## config.mk

```make
export PLATFORM = sky130hd
export DESIGN_NAME = score_sequencer_flat
export DESIGN_NICKNAME = d
export VERILOG_FILES = /design/src/rtl/sound_pkg.sv /design/src/rtl/score_sequencer_if.sv /design/src/rtl/tone_divider.sv /design/src/rtl/score_sequencer.sv /design/src/flat_wrapper.sv
export SDC_FILE = /design/constraint.sdc
export NUM_CORES = 1
export LEC_CHECK = 0
export CORE_MARGIN = 2
export CORE_UTILIZATION = 53
export DETAILED_ROUTE_END_ITERATION = 8
export HOLD_SLACK_MARGIN = 0.12
export PLACE_DENSITY_LB_ADDON = 0.12
export SETUP_SLACK_MARGIN = 0.02
export SYNTH_ARGS = -nofsm -noshare
export SYNTH_HDL_FRONTEND = slang
export SYNTH_SLANG_ARGS = --single-unit
```

## constraint.sdc

```tcl
create_clock -name clk -period 3 [get_ports clk]
set_input_delay 0.6 -clock clk [delete_from_list [all_inputs] [get_ports clk]]
set_output_delay 0.6 -clock clk [all_outputs]
set_load 0.005 [all_outputs]
```

## src/rtl/sound_pkg.sv

```systemverilog
// Shared types and constants for the score sequencer and its tone divider.
// Latency: n/a (declarations only).
// Backpressure: n/a (declarations only).
package sound_pkg;

  // Sequencer state encoding
  localparam logic [2:0] ST_IDLE  = 3'd0;
  localparam logic [2:0] ST_FETCH = 3'd1;
  localparam logic [2:0] ST_LATCH = 3'd2;
  localparam logic [2:0] ST_PLAY  = 3'd3;
  localparam logic [2:0] ST_DONE  = 3'd4;

  typedef enum logic [2:0] {
    IDLE  = ST_IDLE,
    FETCH = ST_FETCH,
    LATCH = ST_LATCH,
    PLAY  = ST_PLAY,
    DONE  = ST_DONE
  } state_t;

  // A score word with this duration terminates the score
  localparam int END_DUR = 0;

  // Width of the half-period counter; holds the longest production half-period
  localparam int HP_BITS = 17;

  // Key -> clock cycles per half-period of the tone.
  // Production table is C4..B4 at a 50 MHz clock; test_tones gives key+1 for short sims.
  function automatic int half_period(input int key, input bit test_tones);
    int hp;
    if (test_tones) begin
      hp = key + 1;
    end else begin
      case (key)
        1:       hp = 95556;
        2:       hp = 85131;
        3:       hp = 75843;
        4:       hp = 71586;
        5:       hp = 63776;
        6:       hp = 56818;
        7:       hp = 50619;
        default: hp = 47778;
      endcase
    end
    return hp;
  endfunction

endpackage

```

## src/rtl/score_sequencer_if.sv

```systemverilog
// Bundle between game FSM / score RAM (master) and the score sequencer (slave).
// Latency: n/a (wires only); score_data is expected one cycle after score_address.
// Backpressure: none; start is a single-cycle pulse. Loop port exists only with SCORE_LOOP_EN.
interface score_sequencer_if #(
  parameter int CAUSE_BITS = 2,
  parameter int ADDR_BITS  = 7,
  parameter int KEY_BITS   = 3,
  parameter int DUR_BITS   = 4
);
  logic                         start;
  logic [CAUSE_BITS-1:0]        cause;
  logic [ADDR_BITS-1:0]         score_address;
  logic [KEY_BITS+DUR_BITS-1:0] score_data;
  logic                         speaker;
  logic                         busy;
  logic                         done;
  logic [KEY_BITS-1:0]          current_key;
`ifdef SCORE_LOOP_EN
  logic                         loop;

  modport master (
    output start, cause, score_data, loop,
    input  score_address, speaker, busy, done, current_key
  );
  modport slave (
    input  start, cause, score_data, loop,
    output score_address, speaker, busy, done, current_key
  );
`else
  modport master (
    output start, cause, score_data,
    input  score_address, speaker, busy, done, current_key
  );
  modport slave (
    input  start, cause, score_data,
    output score_address, speaker, busy, done, current_key
  );
`endif
endinterface

```

## src/rtl/tone_divider.sv

```systemverilog
// Square-wave generator: toggles speaker every half_period(key) cycles while enabled.
// Latency: first toggle half_period(key) cycles after enable rises; drops to 0 the cycle enable falls.
// Backpressure: none.
module tone_divider
  import sound_pkg::*;
#(
  parameter int KEY_BITS   = 3,
  parameter int NUM_KEYS   = 8,
  parameter bit TEST_TONES = 1'b0
) (
  input  logic                clk,
  input  logic                rst_n,
  input  logic [KEY_BITS-1:0] key,
  input  logic                enable,
  output logic                speaker
);

  logic [HP_BITS-1:0] hp_cnt;
  logic [HP_BITS-1:0] hp_last;
  logic               tog;
  logic               active;

  // Rest (key 0) and keys beyond the table are silent
  assign active  = enable && (key != '0) && (int'(key) < NUM_KEYS);
  assign hp_last = HP_BITS'(half_period(int'(key), TEST_TONES) - 1);

  // Half-period counter; held at zero while silent so each note starts in phase
  always_ff @(posedge clk) begin
    if (!rst_n || !active) begin
      hp_cnt <= '0;
      tog    <= 1'b0;
    end else if (hp_cnt == hp_last) begin
      hp_cnt <= '0;
      tog    <= ~tog;
    end else begin
      hp_cnt <= hp_cnt + HP_BITS'(1);
    end
  end

  // Gate so the pin goes quiet in the same cycle the note stops
  assign speaker = tog & active;

endmodule

```

## src/rtl/score_sequencer.sv

```systemverilog
// Plays one of NUM_SCORES {key,duration} scores from an external RAM on a tone divider; optional SCORE_LOOP_EN adds Loop.
// Latency: 2 cycles of fetch overhead per note plus dur*TICK_DIV play cycles; Done 1 cycle after the end word.
// Backpressure: none; a new start pre-empts the current score immediately and suppresses Done.
module score_sequencer
  import sound_pkg::*;
#(
  parameter int NUM_SCORES  = 4,
  parameter int CAUSE_BITS  = 2,
  parameter int SCORE_DEPTH = 32,
  parameter int ADDR_BITS   = 7,
  parameter int NUM_KEYS    = 8,
  parameter int KEY_BITS    = 3,
  parameter int DUR_BITS    = 4,
  parameter int TICK_DIV    = 12500000,
  parameter bit TEST_TONES  = 1'b0
) (
  input  logic              clk,
  input  logic              rst_n,
  score_sequencer_if.slave  bus
);

  localparam int OFF_BITS  = $clog2(SCORE_DEPTH);
  localparam int TICK_BITS = (TICK_DIV > 2) ? $clog2(TICK_DIV) : 1;
  localparam logic [TICK_BITS-1:0] TICK_LAST = TICK_BITS'(TICK_DIV - 1);
  localparam logic [OFF_BITS-1:0]  OFF_LAST  = '1;

  state_t                 state;
  logic [ADDR_BITS-1:0]   addr;
  logic [KEY_BITS-1:0]    key_q;
  logic [KEY_BITS-1:0]    cur_key;
  logic [DUR_BITS-1:0]    durcnt;
  logic [TICK_BITS-1:0]   tickcnt;
  logic                   busy_q;
  logic                   done_q;

  logic [KEY_BITS-1:0]    rd_key;
  logic [DUR_BITS-1:0]    rd_dur;
  logic                   key_ok;
  logic                   note_end;
  logic                   last_word;
  logic                   score_end;
  logic                   loop_req;
  logic [ADDR_BITS-1:0]   base_addr;

  assign {rd_key, rd_dur} = bus.score_data;
  assign key_ok    = (rd_key != '0) && (int'(rd_key) < NUM_KEYS);
  assign base_addr = {addr[ADDR_BITS-1:OFF_BITS], {OFF_BITS{1'b0}}};
  assign last_word = (addr[OFF_BITS-1:0] == OFF_LAST);
  assign note_end  = (state == PLAY) && (tickcnt == '0) && (durcnt == DUR_BITS'(1));
  // End of score: terminator word, or the last note of the region finishing (no wrap)
  assign score_end = ((state == LATCH) && (rd_dur == DUR_BITS'(END_DUR))) ||
                     (note_end && last_word);

`ifdef SCORE_LOOP_EN
  assign loop_req = bus.loop;
`else
  assign loop_req = 1'b0;
`endif

  // Sequencer FSM with registered outputs; start outranks every other transition
  always_ff @(posedge clk) begin
    if (!rst_n) begin
      state   <= IDLE;
      addr    <= '0;
      key_q   <= '0;
      cur_key <= '0;
      durcnt  <= '0;
      tickcnt <= '0;
      busy_q  <= 1'b0;
      done_q  <= 1'b0;
    end else if (bus.start) begin
      state   <= FETCH;
      addr    <= {bus.cause, {OFF_BITS{1'b0}}};
      durcnt  <= '0;
      tickcnt <= '0;
      cur_key <= '0;
      busy_q  <= 1'b1;
      done_q  <= 1'b0;
    end else if (score_end) begin
      cur_key <= '0;
      durcnt  <= '0;
      tickcnt <= '0;
      done_q  <= 1'b0;
      if (loop_req) begin
        state <= FETCH;
        addr  <= base_addr;
      end else begin
        state  <= DONE;
        busy_q <= 1'b0;
        done_q <= 1'b1;
      end
    end else begin
      done_q <= 1'b0;
      case (state)
        FETCH: state <= LATCH;
        LATCH: begin
          key_q   <= rd_key;
          durcnt  <= rd_dur;
          tickcnt <= TICK_LAST;
          cur_key <= key_ok ? rd_key : '0;
          state   <= PLAY;
        end
        PLAY: begin
          if (tickcnt == '0) begin
            tickcnt <= TICK_LAST;
            durcnt  <= durcnt - DUR_BITS'(1);
            if (durcnt == DUR_BITS'(1)) begin
              cur_key <= '0;
              addr    <= addr + ADDR_BITS'(1);
              state   <= FETCH;
            end
          end else begin
            tickcnt <= tickcnt - TICK_BITS'(1);
          end
        end
        DONE:    state <= IDLE;
        default: state <= IDLE;
      endcase
    end
  end

  tone_divider #(
    .KEY_BITS   (KEY_BITS),
    .NUM_KEYS   (NUM_KEYS),
    .TEST_TONES (TEST_TONES)
  ) u_tone (
    .clk     (clk),
    .rst_n   (rst_n),
    .key     (key_q),
    .enable  (state == PLAY),
    .speaker (bus.speaker)
  );

  assign bus.score_address = addr;
  assign bus.busy          = busy_q;
  assign bus.done          = done_q;
  assign bus.current_key   = cur_key;

endmodule
```

## src/flat_wrapper.sv

```systemverilog
// flat-port wrapper written by rule: the top's interface ports become plain ports
module score_sequencer_flat import sound_pkg::*;
#(
  parameter int NUM_SCORES  = 4,
  parameter int CAUSE_BITS  = 2,
  parameter int SCORE_DEPTH = 32,
  parameter int ADDR_BITS   = 7,
  parameter int NUM_KEYS    = 8,
  parameter int KEY_BITS    = 3,
  parameter int DUR_BITS    = 4,
  parameter int TICK_DIV    = 12500000,
  parameter bit TEST_TONES  = 1'b0
)
  (clk, rst_n, bus_start, bus_cause, bus_score_data, bus_score_address, bus_speaker, bus_busy, bus_done, bus_current_key);
  score_sequencer_if #(.CAUSE_BITS(CAUSE_BITS), .ADDR_BITS(ADDR_BITS), .KEY_BITS(KEY_BITS), .DUR_BITS(DUR_BITS)) bus_i ();
  input  logic clk;
  input  logic rst_n;
  input wire logic [$bits(bus_i.start)-1:0] bus_start;
  input wire logic [$bits(bus_i.cause)-1:0] bus_cause;
  input wire logic [$bits(bus_i.score_data)-1:0] bus_score_data;
  output wire logic [$bits(bus_i.score_address)-1:0] bus_score_address;
  output wire logic [$bits(bus_i.speaker)-1:0] bus_speaker;
  output wire logic [$bits(bus_i.busy)-1:0] bus_busy;
  output wire logic [$bits(bus_i.done)-1:0] bus_done;
  output wire logic [$bits(bus_i.current_key)-1:0] bus_current_key;
  assign bus_i.start = bus_start;
  assign bus_i.cause = bus_cause;
  assign bus_i.score_data = bus_score_data;
  assign bus_score_address = bus_i.score_address;
  assign bus_speaker = bus_i.speaker;
  assign bus_busy = bus_i.busy;
  assign bus_done = bus_i.done;
  assign bus_current_key = bus_i.current_key;
  score_sequencer #(.NUM_SCORES(NUM_SCORES), .CAUSE_BITS(CAUSE_BITS), .SCORE_DEPTH(SCORE_DEPTH), .ADDR_BITS(ADDR_BITS), .NUM_KEYS(NUM_KEYS), .KEY_BITS(KEY_BITS), .DUR_BITS(DUR_BITS), .TICK_DIV(TICK_DIV), .TEST_TONES(TEST_TONES)) u_core (.clk(clk), .rst_n(rst_n), .bus(bus_i));
endmodule
```

# Word level (Yosys, flattened, before mapping)

Index checks and enable logic that the tools add are counted.

Flip-flop bits (word level): 64
Latch bits: 0
RAM bits: 0
Bits in read-only memories: 0
Output and inout port bits: 13
Logic and storage cells: 94
Memories: 0

$add $sub $neg: 5
Multiply operators: 0
Div/mod/pow operators: 0
Order comparisons: 0
Equality and inequality tests: 20
Shifts and indexed selects: 0
Mux-type cells: 22
Bitwise operators: 5
Reductions and logical operators: 29

Operator list:

| kind                    | count |
|---|---|
| $pmux W17 S7            | 1 |
| $pmux W24 S2            | 1 |
| $mux W7                 | 5 |
| $logic_not A24 Y1       | 1 |
| $mux W24                | 1 |
| $sub A24 B1 Y24 const B | 1 |
| $mux W3                 | 6 |
| $add A17 B1 Y17 const B | 1 |
| $eq A17 B17 Y1          | 1 |
| $sub A17 B2 Y17 const B | 1 |
| $eq A3 B2 Y1 const B    | 4 |
| $eq A3 B3 Y1 const B    | 4 |
| $reduce_bool A2 Y1      | 5 |
| $pmux W3 S3             | 1 |
| $ne A4 B2 Y1 const B    | 2 |
| $pmux W4 S2             | 1 |
| $reduce_and A2 Y1       | 4 |
| $reduce_and A4 Y1       | 2 |
| $add A7 B1 Y7 const B   | 1 |
| $eq A3 B1 Y1 const B    | 2 |
| $ne A3 B1 Y1 const B    | 2 |
| $pmux W3 S2             | 1 |
| $reduce_and A3 Y1       | 2 |
| $reduce_bool A3 Y1      | 2 |
| 15 further kinds        | 29 |

# Logic depth before layout (Yosys ltp)

Gate-level depths: netlist of the first run.

Word-level depth: 7
Mapped depth: 11
Mapped depth without buffers: 9

# Cells and area by module

Synthesis of the first run repeated with hierarchy kept, for this count alone.

Cell total of the unflattened synthesis: 477
Area total of the unflattened synthesis: 3985.1 um2

Modules (own cells, without submodules):

| module          | instances | cells an instance | area an instance (um2) | seq. area each (um2) |
|---|---|---|---|---|
| score_sequencer | 1         | 291               | 2453.6                 | 920.9 |
| tone_divider    | 1         | 186               | 1531.5                 | 360.3 |

# Worst setup path before layout of the first run

OpenSTA, ideal clock, no wires.

Path kind: register to register
Start: register u_core.key_q[0]
End: register u_core.u_tone.hp_cnt[10]
Library setup time: 128 ps
Arrival time: 2715 ps
Data required time: 2872 ps
Setup slack: 157 ps
Cell stages (with the launch flop): 11
Path buffers: 3
Cell sequence: dfxtp_1 -> clkbuf_1 -> clkbuf_1 -> nand2_1 -> ha_1 -> xor2_1 -> nand4_1 -> or4_1 -> o21ai_1 -> clkbuf_1 -> nor2_1

Word-level cells in the longest chain between the ends: 5

RTL lines:

| item                                                        | line                                   | text |
|---|---|---|
| start, declared                                             | score_sequencer.sv:29                  | `logic [KEY_BITS-1:0] key_q;` |
| start signal, assigned                                      | score_sequencer.sv:97                  | `key_q <= rd_key;` |
| $eq A3 B3 Y1 (tied with other cells)                        | sound_pkg.sv:34                        | `case (key)` |
| $pmux W17 S7 / $logic_and A1 B1 Y1 (equally long branches)  | sound_pkg.sv:34, tone_divider.sv:24    |  |
| $sub A17 B2 Y17 / $logic_not A1 Y1 (equally long branches)  | tone_divider.sv:25, tone_divider.sv:29 |  |
| $eq A17 B17 Y1 / $logic_or A1 B1 Y1 (equally long branches) | tone_divider.sv:32, tone_divider.sv:29 |  |
| $reduce_or A2 Y1 (no source line) *                         | -                                      |  |
| end signal, assigned                                        | tone_divider.sv:36                     | `hp_cnt <= hp_cnt + HP_BITS'(1);` |
| end, declared                                               | tone_divider.sv:18                     | `logic [HP_BITS-1:0] hp_cnt;` |

Mark *: on every way between the ends. The rest lies on a longest branch, timed or not.
A chain may end at the register's enable or synchronous reset.

# Final worst setup path of the first run

Start: register u_core.tickcnt[16]
End: register u_core.addr[3], in the netlist u_core.bus.score_address[3]

Word-level cells in the longest chain between the ends: 7

RTL lines:

| item                                 | line                                          | text |
|---|---|---|
| start, declared                      | score_sequencer.sv:32                         | `logic [TICK_BITS-1:0] tickcnt;` |
| start signal, assigned               | score_sequencer.sv:113                        | `tickcnt <= tickcnt - TICK_BITS'(1);` |
| $logic_not A24 Y1 *                  | score_sequencer.sv:49, score_sequencer.sv:104 |  |
| $logic_and A1 B1 Y1 (2 in series)    | score_sequencer.sv:49                         | `assign note_end = (state == PLAY) && (tickcnt == '0) && (durcnt == DUR_BITS'(1));` |
| $logic_and A1 B1 Y1                  | score_sequencer.sv:52                         | `(note_end && last_word);` |
| $logic_or A1 B1 Y1                   | score_sequencer.sv:51                         | `assign score_end = ((state == LATCH) && (rd_dur == DUR_BITS'(END_DUR))) \|\|` |
| $not A1 Y1 (no source line)          | -                                             |  |
| $reduce_and A4 Y1 (no source line) * | -                                             |  |
| end signal, assigned                 | score_sequencer.sv:73                         | `addr <= {bus.cause, {OFF_BITS{1'b0}}};` |
| end signal, assigned                 | score_sequencer.sv:86                         | `addr <= base_addr;` |
| end signal, assigned                 | score_sequencer.sv:109                        | `addr <= addr + ADDR_BITS'(1);` |
| end, declared                        | score_sequencer.sv:28                         | `logic [ADDR_BITS-1:0] addr;` |

Marked as above.

==> impl_metrics.env, run 1 <==
export IMPL_status="finished clean"
export IMPL_initial_utilization=0.5564
export IMPL_ys_seq_area_frac=0.3585
export IMPL_grt_pass1_vias=2948
export IMPL_ys_types=61
export IMPL_grt_first_pass_wirelength_mm=13.61
export IMPL_grt_max_degree=29
export IMPL_synth_avg_cell_area_um2=8.121
export IMPL_drive_above_1_share=0.07576
export IMPL_rows=29
export IMPL_arrival_ns=2.94
export IMPL_area_delta_synth_final_pct=14.71
export IMPL_track_usage=0.2289
export IMPL_antenna_found_initial=0
export IMPL_synthTopCellsByCount="dfxtp_1, nor2_1, a21oi_1"
export IMPL_cts_setup_buffers=0
export IMPL_postSynth_asyncResetShare=0
export IMPL_met3_usage=0.04139
export IMPL_cts_sinks=64
export IMPL_cp_start_kind="flop"
export IMPL_slew_viol_final=0
export IMPL_synthXorXnorAreaFrac=0.07353
export IMPL_synth_ff_type="dfxtp_1"
export IMPL_hp_class="reg2reg"
export IMPL_drt_vias_per_instance=5.887
export IMPL_fin_tns_setup_ns=0
export IMPL_gp_congestion=0.8448
export IMPL_reg2reg_depth=6
export IMPL_drt_iter0_drc=170
export IMPL_antenna_left=0
export IMPL_cts_inserted_buffers=9
export IMPL_regToRegEndpoint="u_core.bus.score_address[3]"
export IMPL_avgRoutedWirePerCell_um=14.85
export IMPL_slew_headroom=0.4272
export IMPL_wl_mm=8.002
export IMPL_core_um2=6422
export IMPL_clock_skew_ns=0.01008
export IMPL_die_h_um=86.11
export IMPL_setup_violations=0
export IMPL_drcViolationCount=0
export IMPL_layout_min_cycle_time_ns=2.717
export IMPL_max_freq_mhz=368.0
export IMPL_drt_pass1_iterations=4
export IMPL_synth_area_um2=3573
export IMPL_synth_compound_area_frac=0.1642
export IMPL_synth_warnings=0
export IMPL_io_pins=25
export IMPL_yosys_cell_count_top_type="dfxtp_1"
export IMPL_synth_nets=460
export IMPL_synth_area_leader_cell="dfxtp_1"
export IMPL_dp_hpwl_mm=5.669
export IMPL_synth_edf_count=0
export IMPL_rsz0062_at_grt="no"
export IMPL_portBuffers=24
export IMPL_p_leak_uw=0.001414
export IMPL_reg2reg_from="u_core.tickcnt[16]"
export IMPL_die_area_um2=7415
export IMPL_synthCells=440
export IMPL_ir_drop_v=0.0002482
export IMPL_hp_start="u_core.bus.busy"
export IMPL_end_kind="flop"
export IMPL_cts_tree="yes"
export IMPL_powerDensity_nw_per_um2=456.3
export IMPL_h_tree_depth=3
export IMPL_max_cap_viol_count=0
export IMPL_r2r_slack_ns=0.28
export IMPL_synth_fa_ha_area_frac=0.02801
export IMPL_hold_depth=2
export IMPL_nets=477
export IMPL_synth_mux_area_fraction=0.01961
export IMPL_finalCritPeriodShare=0.9057
export IMPL_worstMarginPinSlew_ns=0.8514
export IMPL_clkTransAtPathRegs_ns=0.07
export IMPL_netlist_area_leader_share=0.3585
export IMPL_clk_insertion_delay_late_ns=0.34
export IMPL_ctsHoldBuffers=0
export IMPL_grt_overflow=0
export IMPL_cts_resized=0
export IMPL_path_class="reg2reg"
export IMPL_grt_use_met1=0.3098
export IMPL_synth_simple_area_share=0.3078
export IMPL_synth_top_family_by_area="simple AND/OR/NAND/NOR gates"
export IMPL_fp_dieW_um=86.11
export IMPL_crit_required_ns=3.23
export IMPL_clock_path_buffers=2
export IMPL_worstPathMaxFanout=7
export IMPL_hold_path_end="u_core.bus.busy"
export IMPL_top_usage_layer="met2"
export IMPL_synth_seq_cells=64
export IMPL_n_antenna_cell=0
export IMPL_fin_util=0.6382
export IMPL_hold_violations=0
export IMPL_synthTopCellsByArea="dfxtp_1, nor2_1, a21oi_1"
export IMPL_cts_root_buf="clkbuf_8"
export IMPL_met2_usage=0.3580
export IMPL_vias=3173
## report_power, final
part	leakage [uW]	switching, uW	total (uW)	internal (uW)
clock	0.000108	314	805	490
sequential	0.000518	16.3	880	864
combinational	0.000789	102	186	83.5
## cell families (layout without fill, tap and decap cells)
| logic type | Yosys count | after routing |
|---|---|---|
| AOI/OAI and AO/OA | 91 | 91 |
| buffers and inverters | 41 | 63 |
| xor gates and xnor gates | 30 | 30 |
| and+or+nand+nor | 199 | 199 |
| muxes | 7 | 7 |
| adders and majority gates | 8 | 8 |
| DFF | 64 | 64 |
## sequential cells by signal, summed over array words and instances, names as in the netlist
register	cells
u_core.bus.busy	1
u_core.key_q	3
u_core.bus.score_address	7
u_core.durcnt	4
u_core.u_tone.tog	1
u_core.u_tone.hp_cnt	17
u_core.tickcnt	24
u_core.state	3
u_core.bus.done	1
u_core.bus.current_key	3
## how the worst max path moves through the flow
stage,from,to,slack [ns],cells after the start
after floorplan,u_core.key_q[0],u_core.u_tone.hp_cnt[10],0.16,10
after global placement,u_core.tickcnt[16],u_core.bus.score_address[3],0.37,6
after detailed placement,u_core.tickcnt[16],u_core.bus.score_address[3],0.31,6
after CTS,u_core.tickcnt[16],u_core.bus.score_address[5],0.29,6
after global routing,u_core.tickcnt[16],u_core.bus.score_address[3],0.15,6
final,u_core.tickcnt[16],u_core.bus.score_address[3],0.28,6
## critical path: stages, from the launching register on
cell	delay [ns]
dfxtp_1	0.35
or4_4	0.55
or4_1	0.54
or4_4	0.59
nor4_1	0.35
xnor2_1	0.16
nor2_1	0.06
## per-layer routing
layer / share of wire / routed length [um]
met1: 0.50 / 4028
met2: 0.44 / 3503
met3: 0.046 / 370
met4: 0.012 / 99
met5: 0 / 0
## stage by stage
stage	std cells	hold slack [ns]	setup slack, ns	total power [uW]	instance area [um^2]
after floorplan	440	0.4525	0.1570	1018	3573
after CTS	539	0.4836	0.2905	1883	4099
final	539	0.4779	0.2828	1870	4099
after global routing	539	0.5250	0.1466	1944	4099
after detailed placement	523	0.4751	0.3067	1082	3885
after global placement	523	0.4491	0.3655	1079	3885
## layout by cell type (no fill, tap or decap), drive strengths merged, types with 4 or more instances in the layout
cell type and instances:
o21ai 16, inv 10, clkbuf 13, xnor2 15
mux2i 7, buf 13, nor3b 6, nor4 10
nor2b 11, or4 6, dfxtp 64, nand2b 9
xor2 15, nand2 24, nand4 9, nand4b 5
and3 6, nand3 14, clkdlybuf4s50 24, a22oi 6
a31oi 4, a211oi 5, a221oi 4, ha 8
or3 9, nor2 58, nor3 14, a21oi 29
## area by class of cell
| type | count | area [um^2] |
|---|---|---|
| clock buffers | 13 | 148.9 |
| clock inverters | 3 | 65.06 |
| fillers | 554 | 2323 |
| inverters | 10 | 37.54 |
| multi-input cells | 335 | 2120 |
| flip-flops and latches | 64 | 1281 |
| well taps | 77 | 96.34 |
| repair buffers | 37 | 350.3 |
Note: power is estimated with default switching activity, not from simulation.
==> run 2: changes to the inputs <==
HOLD_SLACK_MARGIN = 0.08   (was 0.12)
==> results of run 2 <==
No change in the layout: final DEF, timing and power equal those of run 1.
==> run 3: changes to the inputs <==
SLEW_MARGIN = 15   (was default)
==> results of run 3 <==
No change in the layout: final DEF, timing and power equal those of run 1.
